**src/rtl/bp_two_level_pkg.sv**
```systemverilog
`default_nettype none
// ============================================================================
// Module      : bp_two_level_pkg
// Description : Shared types and helpers for the two-level branch history
//               table: FSM state encoding, counter reset value and index-width
//               helpers.
// Revision    : 1.0 - initial release
// ============================================================================
package bp_two_level_pkg;

  // Two-state controller: sweep-initialise the tables, then serve requests.
  typedef enum logic [0:0] {
    INIT  = 1'b0,
    READY = 1'b1
  } bht_state_e;

  // PC bit where the table indices start (instruction alignment).
  localparam int c_pc_lsb = 2;

  // Weakly not-taken: MSB clear, all lower bits set.
  function automatic int ctr_reset_val(input int ctr_width);
    return (1 << (ctr_width - 1)) - 1;
  endfunction

  // PHT index = {PC bits, local history}.
  function automatic int pht_idx_width(input int pc_bits, input int hist_width);
    return pc_bits + hist_width;
  endfunction

  function automatic int max_int(input int a, input int b);
    return (a > b) ? a : b;
  endfunction

endpackage
`default_nettype wire

```
**src/rtl/two_level_bht_sat_ctr.sv**
```systemverilog
`default_nettype none
// ============================================================================
// Module      : two_level_bht_sat_ctr
// Description : Next-state logic of an up/down saturating counter. Counts up
//               on taken, down on not-taken, holding at all-ones and zero.
// Revision    : 1.0 - initial release
// ============================================================================
module two_level_bht_sat_ctr #(
  parameter int ctr_width_p = 2
) (
  input  logic [ctr_width_p-1:0] count_i,
  input  logic                   taken_i,
  output logic [ctr_width_p-1:0] next_count_o
);

  // Step toward the observed outcome unless already pinned at that end.
  always_comb begin
    next_count_o = count_i;
    if (taken_i && (count_i != '1)) begin
      next_count_o = count_i + 1'b1;
    end else if (!taken_i && (count_i != '0)) begin
      next_count_o = count_i - 1'b1;
    end
  end

endmodule
`default_nettype wire

```
**src/rtl/two_level_bht.sv**
```systemverilog
`default_nettype none
// ============================================================================
// Module      : two_level_bht
// Description : Two-level local-history branch predictor. A PC-indexed BHT of
//               local histories selects, together with low PC bits, a
//               saturating counter in the PHT. One-cycle read latency, one
//               update per cycle, self-initialising after reset.
//               Macro TWO_LEVEL_BHT_BYPASS_EN: when defined, a read colliding
//               with a same-cycle update returns the post-update history and
//               counter; otherwise it returns the pre-update values.
// Revision    : 1.0 - initial release
// ============================================================================
module two_level_bht
  import bp_two_level_pkg::*;
#(
  parameter int pc_width_p    = 39,
  parameter int bht_els_p     = 16,
  parameter int hist_width_p  = 4,
  parameter int pht_pc_bits_p = 2,
  parameter int ctr_width_p   = 2
) (
  input  logic                    clk_i,
  input  logic                    reset_i,
  output logic                    ready_o,
  input  logic                    r_v_i,
  input  logic [pc_width_p-1:0]   r_pc_i,
  output logic                    r_v_o,
  output logic                    r_taken_o,
  output logic [hist_width_p-1:0] r_hist_o,
  input  logic                    w_v_i,
  input  logic [pc_width_p-1:0]   w_pc_i,
  input  logic                    w_taken_i,
  input  logic [hist_width_p-1:0] w_hist_i
);

  localparam int c_bht_idx_w  = $clog2(bht_els_p);
  localparam int c_pht_idx_w  = pht_idx_width(pht_pc_bits_p, hist_width_p);
  localparam int c_pht_els    = 1 << c_pht_idx_w;
  localparam int c_init_cnt   = max_int(bht_els_p, c_pht_els);
  localparam int c_init_idx_w = $clog2(c_init_cnt);

  localparam logic [c_init_idx_w-1:0] c_init_last = c_init_idx_w'(c_init_cnt - 1);
  localparam logic [c_init_idx_w-1:0] c_bht_last  = c_init_idx_w'(bht_els_p - 1);
  localparam logic [c_init_idx_w-1:0] c_pht_last  = c_init_idx_w'(c_pht_els - 1);
  localparam logic [ctr_width_p-1:0]  c_ctr_init  = ctr_width_p'(ctr_reset_val(ctr_width_p));

  bht_state_e                r_state;
  logic [c_init_idx_w-1:0]   r_init_idx;
  logic [hist_width_p-1:0]   r_bht [bht_els_p];
  logic [ctr_width_p-1:0]    r_pht [c_pht_els];

  logic                      w_rd_acc;
  logic                      w_wr_acc;
  logic [c_bht_idx_w-1:0]    w_rd_bht_idx;
  logic [c_bht_idx_w-1:0]    w_wr_bht_idx;
  logic [hist_width_p-1:0]   w_wr_bht_old;
  logic [hist_width_p-1:0]   w_wr_bht_new;
  logic [c_pht_idx_w-1:0]    w_wr_pht_idx;
  logic [c_pht_idx_w-1:0]    w_rd_pht_idx;
  logic [ctr_width_p-1:0]    w_ctr_next;
  logic [hist_width_p-1:0]   w_rd_hist;
  logic [ctr_width_p-1:0]    w_rd_ctr;
  logic                      w_unused_bits;

  assign ready_o  = (r_state == READY);
  assign w_rd_acc = r_v_i & ready_o;
  assign w_wr_acc = w_v_i & ready_o;

  assign w_rd_bht_idx = r_pc_i[c_pc_lsb +: c_bht_idx_w];
  assign w_wr_bht_idx = w_pc_i[c_pc_lsb +: c_bht_idx_w];

  // The new history shifts the stored entry; the PHT is indexed by the
  // history the predictor actually used, which the caller hands back.
  assign w_wr_bht_old = r_bht[w_wr_bht_idx];
  assign w_wr_bht_new = {w_wr_bht_old[hist_width_p-2:0], w_taken_i};
  assign w_wr_pht_idx = {w_pc_i[c_pc_lsb +: pht_pc_bits_p], w_hist_i};

  two_level_bht_sat_ctr #(
    .ctr_width_p (ctr_width_p)
  ) u_sat_ctr (
    .count_i      (r_pht[w_wr_pht_idx]),
    .taken_i      (w_taken_i),
    .next_count_o (w_ctr_next)
  );

`ifdef TWO_LEVEL_BHT_BYPASS_EN
  // Forward the in-flight update into a colliding read.
  assign w_rd_hist    = (w_wr_acc && (w_wr_bht_idx == w_rd_bht_idx))
                        ? w_wr_bht_new : r_bht[w_rd_bht_idx];
  assign w_rd_pht_idx = {r_pc_i[c_pc_lsb +: pht_pc_bits_p], w_rd_hist};
  assign w_rd_ctr     = (w_wr_acc && (w_wr_pht_idx == w_rd_pht_idx))
                        ? w_ctr_next : r_pht[w_rd_pht_idx];
`else
  // Reads see the table contents as they stood before this cycle's update.
  assign w_rd_hist    = r_bht[w_rd_bht_idx];
  assign w_rd_pht_idx = {r_pc_i[c_pc_lsb +: pht_pc_bits_p], w_rd_hist};
  assign w_rd_ctr     = r_pht[w_rd_pht_idx];
`endif

  // PC bits outside the index fields and the history bit shifted out.
  assign w_unused_bits = ^{r_pc_i, w_pc_i, w_wr_bht_old[hist_width_p-1]};

  // Controller: init sweep counter, state, and the registered read response.
  always_ff @(posedge clk_i) begin
    if (reset_i) begin
      r_state    <= INIT;
      r_init_idx <= '0;
      r_v_o      <= 1'b0;
      r_taken_o  <= 1'b0;
      r_hist_o   <= '0;
    end else begin
      case (r_state)
        INIT: begin
          if (r_init_idx == c_init_last) begin
            r_state <= READY;
          end else begin
            r_init_idx <= r_init_idx + 1'b1;
          end
        end
        READY:   r_state <= READY;
        default: r_state <= INIT;
      endcase
      r_v_o <= w_rd_acc;
      if (w_rd_acc) begin
        r_hist_o  <= w_rd_hist;
        r_taken_o <= w_rd_ctr[ctr_width_p-1];
      end
    end
  end

  // Table writes: one entry of each table per cycle while initialising,
  // otherwise the accepted update.
  always_ff @(posedge clk_i) begin
    if (!reset_i) begin
      if (r_state == INIT) begin
        if (r_init_idx <= c_bht_last) begin
          r_bht[r_init_idx[c_bht_idx_w-1:0]] <= '0;
        end
        if (r_init_idx <= c_pht_last) begin
          r_pht[r_init_idx[c_pht_idx_w-1:0]] <= c_ctr_init;
        end
      end else if (w_wr_acc) begin
        r_bht[w_wr_bht_idx] <= w_wr_bht_new;
        r_pht[w_wr_pht_idx] <= w_ctr_next;
      end
    end
  end

endmodule
`default_nettype wire

```
**config.mk**
```make
export PLATFORM = sky130hd
export DESIGN_NAME = two_level_bht
export DESIGN_NICKNAME = d
export VERILOG_FILES = /design/src/rtl/bp_two_level_pkg.sv /design/src/rtl/two_level_bht_sat_ctr.sv /design/src/rtl/two_level_bht.sv
export SDC_FILE = /design/constraint.sdc
export NUM_CORES = 1
export LEC_CHECK = 0
export CAP_MARGIN = 20
export CELL_PAD_IN_SITES_DETAIL_PLACEMENT = 1
export CELL_PAD_IN_SITES_GLOBAL_PLACEMENT = 1
export CORE_MARGIN = 2
export CORE_UTILIZATION = 44
export CTS_BUF_LIST = sky130_fd_sc_hd__clkbuf_16
export CTS_CLUSTER_SIZE = 40
export DETAILED_ROUTE_END_ITERATION = 16
export HOLD_SLACK_MARGIN = 0.02
export PLACE_DENSITY = 0.78
export REMOVE_ABC_BUFFERS = 1
export SYNTH_ARGS = -nofsm -noshare
export SYNTH_HDL_FRONTEND = slang
export SYNTH_SLANG_ARGS = --single-unit
```
**constraint.sdc**
```tcl
create_clock -name clk_i -period 6.8 [get_ports clk_i]
set_clock_uncertainty 0.15 [all_clocks]
set_input_delay 0.68 -clock clk_i [delete_from_list [all_inputs] [get_ports clk_i]]
set_output_delay 0.68 -clock clk_i [all_outputs]
set_load 0.03 [all_outputs]
```
Yosys cells after proc, flatten, opt, wreduce, memory -nomap -nowiden
Memories as Yosys holds them, arrays and structs flattened. A register that Yosys moved wholly into a read port is not among the register bits.
Cells that the tools add are included.

word-level totals
  bits in registers = 12
  bits in writable memories = 192
  output and inout port bits = 7
  logic and storage cells = 46
  memories kept = 2

memory list
  memory  depth  width  read ports  clocked after memory_dff  write ports  line                 RTL
  r_pht   64     2      2           1                         1            two_level_bht.sv:50  logic [ctr_width_p-1:0] r_pht [c_pht_els];
  r_bht   16     4      2           0                         1            two_level_bht.sv:49  logic [hist_width_p-1:0] r_bht [bht_els_p];

cells by class
  add/sub/neg operators = 3
  $lt $le $gt $ge = 2
  equality and inequality tests = 2
  mux-type cells = 22
  bitwise gates (word level) = 4
  reductions and logical operators = 7

operators with widths
  cell                   count
  $mux W1                15
  $mux W4                2
  $add A6 B1 Y6 const B  1
  $eq A6 B6 Y1 const B   1
  $le A6 B4 Y1 const B   1
  $le A6 B6 Y1 const B   1
  $mux W2                3
  $mux W6                1
  $reduce_or A4 Y1       1
  $add A2 B1 Y2 const B  1
  $and A1 B1 Y1          2
  $logic_and A1 B1 Y1    2
  $ne A2 B2 Y1 const B   1
  $not A1 Y1             2
  $pmux W1 S2            1
  $reduce_and A2 Y1      1
  $reduce_bool A2 Y1     1
  $reduce_or A2 Y1       1
  $sub A2 B1 Y2 const B  1
  $logic_not A1 Y1       1

Longest topological paths before layout
Gate-level depths: netlist (run 1).

  word-level depth = 7
  mapped depth = 11
  gate-level depth less buffers = 8

By module
From an unflattened synthesis (run 1), not the netlist that was laid out.

second synthesis, totals
  cell total of the unflattened synthesis = 655
  area total of the unflattened synthesis = 9,806.9 µm²

modules (own cells, without submodules)
  module                 times used  cells an instance  area an instance (µm²)  sequential area each (µm²)
  two_level_bht          1           648                9,746.8                 6,025.8
  two_level_bht_sat_ctr  1           7                  60.1                    0.0

Worst setup path after synthesis (run 1)
No wires, ideal clock.

  kind = input to register
  start = in w_hist_i[1]
  end = mem r_pht[0][1] (data pin)
  arrival = 5,763 ps
  path slack = 165 ps
  stages = 10
  buffers on the path = 2
  cell sequence = clkbuf_1 -> clkbuf_1 -> mux4_2 -> mux4_2 -> mux4_2 -> inv_1 -> ha_1 -> nor2_1 -> a211oi_1 -> a211oi_1

on the way
  word-level cells in the longest chain between the ends = 6
  elaborated cells between the ends (all ways) = 10
  those cells by class = add/sub (2); eq/ne (1); mux (3); reduce/logical (3); memory (1)

RTL lines
  element                                                                line                         RTL
  from (decl)                                                            two_level_bht.sv:33          input logic [hist_width_p-1:0] w_hist_i
  $mem_v2 Z64 W2 (*)                                                     n/a
  parallel branches: the longest is 3 deep, another holds $sub A2 B1 Y2  n/a
  $mux W2 (*)                                                            two_level_bht_sat_ctr.sv:19  if (taken_i && (count_i != '1)) begin
  $mux W2 (no line) (*)                                                  n/a
  to (decl)                                                              two_level_bht.sv:50

Every way passes the cells marked *.

Worst setup path after layout (run 1)
  start = in w_hist_i[0]
  end = mem r_pht[33][0] (data pin)

The elaborated chain is that of the path after synthesis.

==> results.sh, run 1 <==
export IMPL_number_of_antenna_violations_at_the_first_check_in_global_routing=1
export IMPL_grt_max_degree=41
export IMPL_setup_reg_to_reg_worst_slack_ns=2.86
export IMPL_worstReg2RegEnd="r_pht[33][0]"
export IMPL_power_share_sequential=0.508
export IMPL_gr_util_met3=0.0371
export IMPL_netlist_cell_type_count=56
export IMPL_setup_crit_path_kind="primary input to flop"
export IMPL_switch_pwr_uw=604
export IMPL_clk_pin_slew_ns=0.06
export IMPL_effective_utilization_at_floorplan=0.449
export IMPL_power_share_clock=0.419
export IMPL_cellInternalPower_uw=2090
export IMPL_mappedNetlistArea_mm2=0.00983
export IMPL_grt_setup_unrepaired="no"
export IMPL_avgViaCountPerCell=6.21
export IMPL_drv_slew=0
export IMPL_postSynthCellCount=639
export IMPL_clock_sinks=205
export IMPL_first_pass_iters=5
export IMPL_setup_violations=0
export IMPL_timing_critical_path_arrival_ns=4.84
export IMPL_post_route_drc_count=0
export IMPL_post_synth_top_count_cell="sky130_fd_sc_hd__edfxtp_1"
export IMPL_synth_warnings=0
export IMPL_irDropWorstVdd_mv=0.150
export IMPL_power_combinational_fraction=0.072
export IMPL_cts_buffers_inserted=22
export IMPL_post_route_period_util=0.701
export IMPL_sw_frac_of_total=0.224
export IMPL_worst_setup_path_end_kind="flop"
export IMPL_start_kind="primary input"
export IMPL_chipWidth_um=153
export IMPL_placeableCoreArea_mm2=0.0219
export IMPL_number_of_buffers_added_for_setup_after_cts=0
export IMPL_layout_drive_gt1_share=0.193
export IMPL_grt_pass1_wl_um=39900
export IMPL_layout_min_cycle_time_ns=4.77
export IMPL_globalRouteTotalUtil=0.224
export IMPL_worst_r2r_path_depth=8
export IMPL_globalRoute_totalOverflow=0
export IMPL_flow_area_growth_from_synthesis_pct=11.5
export IMPL_num_rows=54
export IMPL_ctsResizeCount=0
export IMPL_worst_pin_slew_ns=1.04
export IMPL_clock_insertion_delay_worst_skew_ns=0.50
export IMPL_grt_busiest_layer="met2"
export IMPL_holdBufCountCts=0
export IMPL_postSynthRegisterBits=205
export IMPL_wire_length_per_cell_after_detailed_routing_um=27.3
export IMPL_number_of_global_route_vias_before_repair=6347
export IMPL_cts_tree="yes"
export IMPL_global_route_usage_met1=0.304
export IMPL_max_cap_violations=0
export IMPL_synth_flop_cell="sky130_fd_sc_hd__edfxtp_1"
export IMPL_drt_total_wl_um=26000
export IMPL_die_area_mm2=0.0236
export IMPL_power_per_cell_area_mw_per_mm2=246
export IMPL_io_pin_count=94
export IMPL_floorplan_die_height_um=153
export IMPL_synth_enable_flop_cells=192
export IMPL_detailedRoute_firstIterationViolations=575
export IMPL_synth_async_reset_ratio=0
export IMPL_cp_startpoint="w_hist_i[0]"
export IMPL_power_static_leakage_uw=0.00382
export IMPL_cts_root_to_sink_buffers=3
export IMPL_clock_root_buffer="sky130_fd_sc_hd__clkbuf_16"
export IMPL_post_synth_cell_area_avg_um2=15.4
export IMPL_final_hold_viol_count=0
export IMPL_area_sequential_mm2=0.00603
export IMPL_worstReg2RegStart="r_pht[39][1]"
export IMPL_htree_num_levels=1
export IMPL_dp_hpwl_um=18400
export IMPL_maxClockFrequency_ghz=0.210
export IMPL_timing_critical_path_required_ns=6.87
export IMPL_finish_utilization=0.501
export IMPL_grt_met2_usage=0.376
export IMPL_post_synth_main_area_contributors="sky130_fd_sc_hd__edfxtp_1, sky130_fd_sc_hd__mux4_2, sky130_fd_sc_hd__mux2i_1, sky130_fd_sc_hd__nor2_1, sky130_fd_sc_hd__dfxtp_1"
export IMPL_gp_congestion=0.882
export IMPL_synth_sequential_area_ratio=0.613
export IMPL_critical_path_max_fanout=40
export IMPL_filler_cell_count=2118
export IMPL_fin_tns_setup_ns=0
export IMPL_min_delay_path_class="flop to flop"
export IMPL_route_vias_total=5927
export IMPL_antenna_violating_nets_left=0
export IMPL_post_synth_top_area_fraction=0.587
export IMPL_nets=748
export IMPL_numPortBuffers=23
export IMPL_yosysTopAreaCell="sky130_fd_sc_hd__edfxtp_1"
export IMPL_num_antenna_cells=0
export IMPL_outcome="finished clean"
export IMPL_footprint_of_the_multi_input_gates_mm2=0.00357
export IMPL_cp_endpoint="r_pht[33][0]"
export IMPL_slew_headroom=0.305
export IMPL_synth_top_cells_by_count="sky130_fd_sc_hd__edfxtp_1, sky130_fd_sc_hd__nor2_1, sky130_fd_sc_hd__mux4_2, sky130_fd_sc_hd__mux2i_1, sky130_fd_sc_hd__nand2_1"
==> critical path, cell delays in order <==
cell	delay [ns]
sky130_fd_sc_hd__buf_2	0.50
sky130_fd_sc_hd__buf_4	0.47
sky130_fd_sc_hd__mux4_2	0.56
sky130_fd_sc_hd__mux4_2	0.51
sky130_fd_sc_hd__mux4_2	0.54
sky130_fd_sc_hd__ha_1	0.26
sky130_fd_sc_hd__mux2i_1	0.20
sky130_fd_sc_hd__xnor2_1	0.14
sky130_fd_sc_hd__nand2_1	0.53
sky130_fd_sc_hd__buf_12	0.41
==> routing by layer <==
metal | routed length (um) | part of all wire | vias to the layer above
met5 | 13 | 0.00050 | -
met4 | 744 | 0.029 | 2
met3 | 1570 | 0.060 | 49
met2 | 13000 | 0.50 | 217
met1 | 10700 | 0.41 | 3121
li1 | - | - | 2538
==> layout by cell type, fill, tap and decap left out, types with 8 or more instances in the layout <==
cell type                         count
sky130_fd_sc_hd__a21oi_1             12
sky130_fd_sc_hd__buf_4                8
sky130_fd_sc_hd__clkbuf_16           23
sky130_fd_sc_hd__clkdlybuf4s50_1     21
sky130_fd_sc_hd__clkinv_1            10
sky130_fd_sc_hd__dfxtp_1             13
sky130_fd_sc_hd__edfxtp_1           192
sky130_fd_sc_hd__inv_1                8
sky130_fd_sc_hd__mux2i_1             45
sky130_fd_sc_hd__mux4_2              70
sky130_fd_sc_hd__nand2_1             34
sky130_fd_sc_hd__nand2b_1             8
sky130_fd_sc_hd__nand3_1             11
sky130_fd_sc_hd__nor2_1             104
sky130_fd_sc_hd__nor3_1               8
==> layout make-up <==
cell class                 count  share of cell area
tap                          280              0.0320
multi-input combinational    389               0.326
timing repair buffer          33              0.0288
sequential                   205               0.550
inverter                       7             0.00240
clock inverter                17             0.00913
clock buffer                  23              0.0525
==> per-stage QoR <==
stage | hold slack, ns | setup slack [ns] | power (uW) | cells | cell area (um2)
finish | 0.343 | 2.03 | 2700 | 954 | 11000
global route | 0.356 | 1.70 | 2770 | 954 | 11000
CTS | 0.341 | 1.95 | 2710 | 953 | 10900
detailed placement | 0.332 | 1.47 | 1590 | 913 | 10300
global placement | 0.301 | 1.66 | 1580 | 913 | 10300
floorplan | 0.384 | 0.676 | 1510 | 601 | 9610
==> power groups by stage <==
stage / registers (uW) / clock network [uW] / logic, uW
6_report: 1370 / 1130 / 194
5_1_grt: 1370 / 1190 / 208
4_1_cts: 1370 / 1140 / 193
3_5_place_dp: 1400 / 0 / 191
3_3_place_gp: 1400 / 0 / 185
2_1_floorplan: 1400 / 0 / 109
==> registers in the layout, indices dropped and copies added (netlist names) <==
register and count:
ready_o 1, r_bht 64, r_taken_o 1, r_hist_o 4, r_init_idx 6, r_pht 128
r_v_o 1
==> worst min path at each step <==
stage,slack [ns],endpoint,cells past startpoint,from
after floorplan,0.38,r_init_idx[3],3,r_init_idx[2]
after global placement,0.30,r_hist_o[0],2,r_hist_o[0]
after detailed placement,0.33,r_hist_o[0],2,r_hist_o[0]
after CTS,0.34,r_hist_o[0],2,r_hist_o[0]
after global routing,0.36,r_hist_o[0],2,r_hist_o[0]
final,0.34,r_hist_o[0],2,r_hist_o[0]
==> cells by family after synthesis <==
logic type	Yosys count	synth area share
AOI/OAI and AO/OA	55	0.0404
DFF	205	0.613
adders and majority gates	3	0.00382
and+or+nand+nor	200	0.0911
xor gates and xnor gates	6	0.00535
buffers and inverters	45	0.0249
muxes	125	0.221
(Power assumes the default switching activity.)
==> run 2, diff against run 1 <==
- clock period: 6.8 -> 3.95 ns (I/O delays scaled with it)
==> run 2 against run 1 <==
Effect of this change:
- combinational power up 85%
- global-route usage is 0.46 points lower
- highest routed layer is now met4
- final cell count increased by 2.0%
- clock power rose by 73%
- sequential power is 72% higher
- register-to-register slack lost 2.3 ns
- largest power group unchanged
- non-clock buffer count is 19 higher
- hold slack lost 0.024 ns
- sequential share of layout area fell by 1.1 points
==> results.sh, run 2 (synthesis gave the netlist of run 1 again) <==
export IMPL_flow_area_growth_from_synthesis_pct=13.8
export IMPL_timing_critical_path_required_ns=4.14
export IMPL_detailedRoute_firstIterationViolations=614
export IMPL_cts_root_to_sink_buffers=3
export IMPL_drv_slew=0
export IMPL_critical_path_max_fanout=36
export IMPL_critical_path_buf_inv_count=2
export IMPL_clock_insertion_delay_worst_skew_ns=0.51
export IMPL_num_antenna_cells=0
export IMPL_nets=767
export IMPL_mostFrequentLayoutCells="sky130_fd_sc_hd__edfxtp_1, sky130_fd_sc_hd__nor2_1, sky130_fd_sc_hd__mux4_2"
export IMPL_layout_commonest_cell="sky130_fd_sc_hd__edfxtp_1"
export IMPL_postLayoutCellArea_mm2=0.0112
export IMPL_start_kind="flop"
export IMPL_drt_total_wl_um=25500
export IMPL_numPortBuffers=23
export IMPL_first_pass_iters=5
export IMPL_maxClockFrequency_ghz=0.294
export IMPL_power_static_leakage_uw=0.00393
export IMPL_wire_length_per_cell_after_detailed_routing_um=26.2
export IMPL_cp_startpoint="r_pht[38][1]"
export IMPL_route_vias_total=6041
export IMPL_irDropWorstVdd_mv=0.360
export IMPL_largest_register="r_pht"
export IMPL_number_of_global_route_vias_before_repair=6315
export IMPL_antenna_violating_nets_left=0
export IMPL_worstReg2RegStart="r_pht[38][1]"
export IMPL_grt_pass1_wl_um=39200
export IMPL_placedCellCount=933
export IMPL_clock_sinks=205
export IMPL_layout_drive_gt1_share=0.219
export IMPL_clk_pin_slew_ns=0.07
export IMPL_place_area_mm2=0.0105
export IMPL_power_per_cell_area_mw_per_mm2=418
export IMPL_ctsResizeCount=0
export IMPL_cp_top_family="multiplexers"
export IMPL_avgViaCountPerCell=6.21
export IMPL_hold_path_startpoint="r_hist_o[0]"
export IMPL_timing_critical_path_arrival_ns=3.59
export IMPL_max_cap_violations=0
export IMPL_worst_setup_path_end_kind="flop"
export IMPL_setup_violations=0
export IMPL_cpPeakStageDelay_ns=0.53
export IMPL_globalRoute_totalOverflow=0
export IMPL_die_area_mm2=0.0236
export IMPL_post_route_period_util=0.861
export IMPL_holdBufCountCts=0
export IMPL_io_pin_count=94
export IMPL_num_rows=54
export IMPL_slew_headroom=0.480
export IMPL_crit_chain="mux4_2 -> mux4_2 -> mux4_2 -> inv_1 -> ha_1 -> nor2_1 -> a211oi_1 -> a211oi_4 -> buf_12"
export IMPL_count_of_placed_standard_cells_in_the_final_layout_fillers_left_out=973
export IMPL_gp_congestion=0.920
export IMPL_biggestRegsByFlops="r_pht x128, r_bht x64, r_init_idx x6"
export IMPL_crit_top_cell="sky130_fd_sc_hd__mux4_2"
export IMPL_number_of_buffers_added_for_setup_after_cts=0
export IMPL_cts_buffers_inserted=22
export IMPL_min_delay_path_class="flop to flop"
export IMPL_effective_utilization_at_floorplan=0.449
export IMPL_dp_hpwl_um=18300
export IMPL_post_route_drc_count=0
export IMPL_globalRouteTotalUtil=0.220
export IMPL_final_hold_viol_count=0
export IMPL_number_of_antenna_violations_at_the_first_check_in_global_routing=1
export IMPL_layout_min_cycle_time_ns=3.40
export IMPL_largest_register_ffs=128
export IMPL_cts_tree="yes"
export IMPL_chipWidth_um=153
export IMPL_worst_pin_slew_ns=0.779
export IMPL_cpMaxStageDelayCell="sky130_fd_sc_hd__mux4_2"
export IMPL_clock_root_buffer="sky130_fd_sc_hd__clkbuf_16"
export IMPL_setup_crit_path_kind="flop to flop"
export IMPL_placeableCoreArea_mm2=0.0219
export IMPL_outcome="finished clean"
export IMPL_floorplan_die_height_um=153
export IMPL_htree_num_levels=1
export IMPL_grt_max_degree=41
export IMPL_grt_setup_unrepaired="no"
run 2: final timing paths:
check / cells after the start / endpoint / slack, ns
max reg2reg: 9 / r_pht[28][1] / 0.55
max: 9 / r_pht[28][1] / 0.55
min reg2reg: 2 / r_hist_o[0] / 0.32
min: 2 / r_hist_o[0] / 0.32
run 2: metal layers:
metal / GRT usage / vias up / part of all wire / wire length, um
met1: 0.304 / 3146 / 0.41 / 10600
met2: 0.356 / 257 / 0.49 / 12400
li1: - / 2586 / - / -
met4: 0.0712 / 0 / 0.028 / 707
met5: 0 / - / 0 / 0
met3: 0.0403 / 52 / 0.071 / 1800
run 2: worst min-delay path, cell delays in order, from the launching register on:
cell and delay, ns:
sky130_fd_sc_hd__dfxtp_1 0.31, sky130_fd_sc_hd__nand2_1 0.05, sky130_fd_sc_hd__a21oi_1 0.05
run 2: area by class of cell:
class | instances | area [um2]
Multi-Input combinational cell | 389 | 3570
Sequential cell | 205 | 6030
Clock inverter | 17 | 113
Inverter | 7 | 26.3
Clock buffer | 23 | 576
Fill cell | 2130 | 10700
Tap cell | 280 | 350
Timing Repair Buffer | 52 | 526
run 2: metrics by stage:
stage                     hold WS, ns  TNS [ns]   util  setup WS, ns  total power [uW]
after floorplan                 0.314   -120.87      -         -1.89              2590
after global placement          0.307         0  0.480        0.0868              2750
after detailed placement        0.313   -0.0289  0.480       -0.0289              2760
after CTS                       0.321         0  0.511         0.519              4710
after global routing            0.351         0  0.511         0.399              4790
final                           0.318         0  0.511         0.549              4680
run 2: where the power goes:
part	switching [uW]	internal (uW)	total, uW
clock	837	1120	1960
sequential	9.28	2350	2360
combinational	205	154	359
total	1050	3630	4680
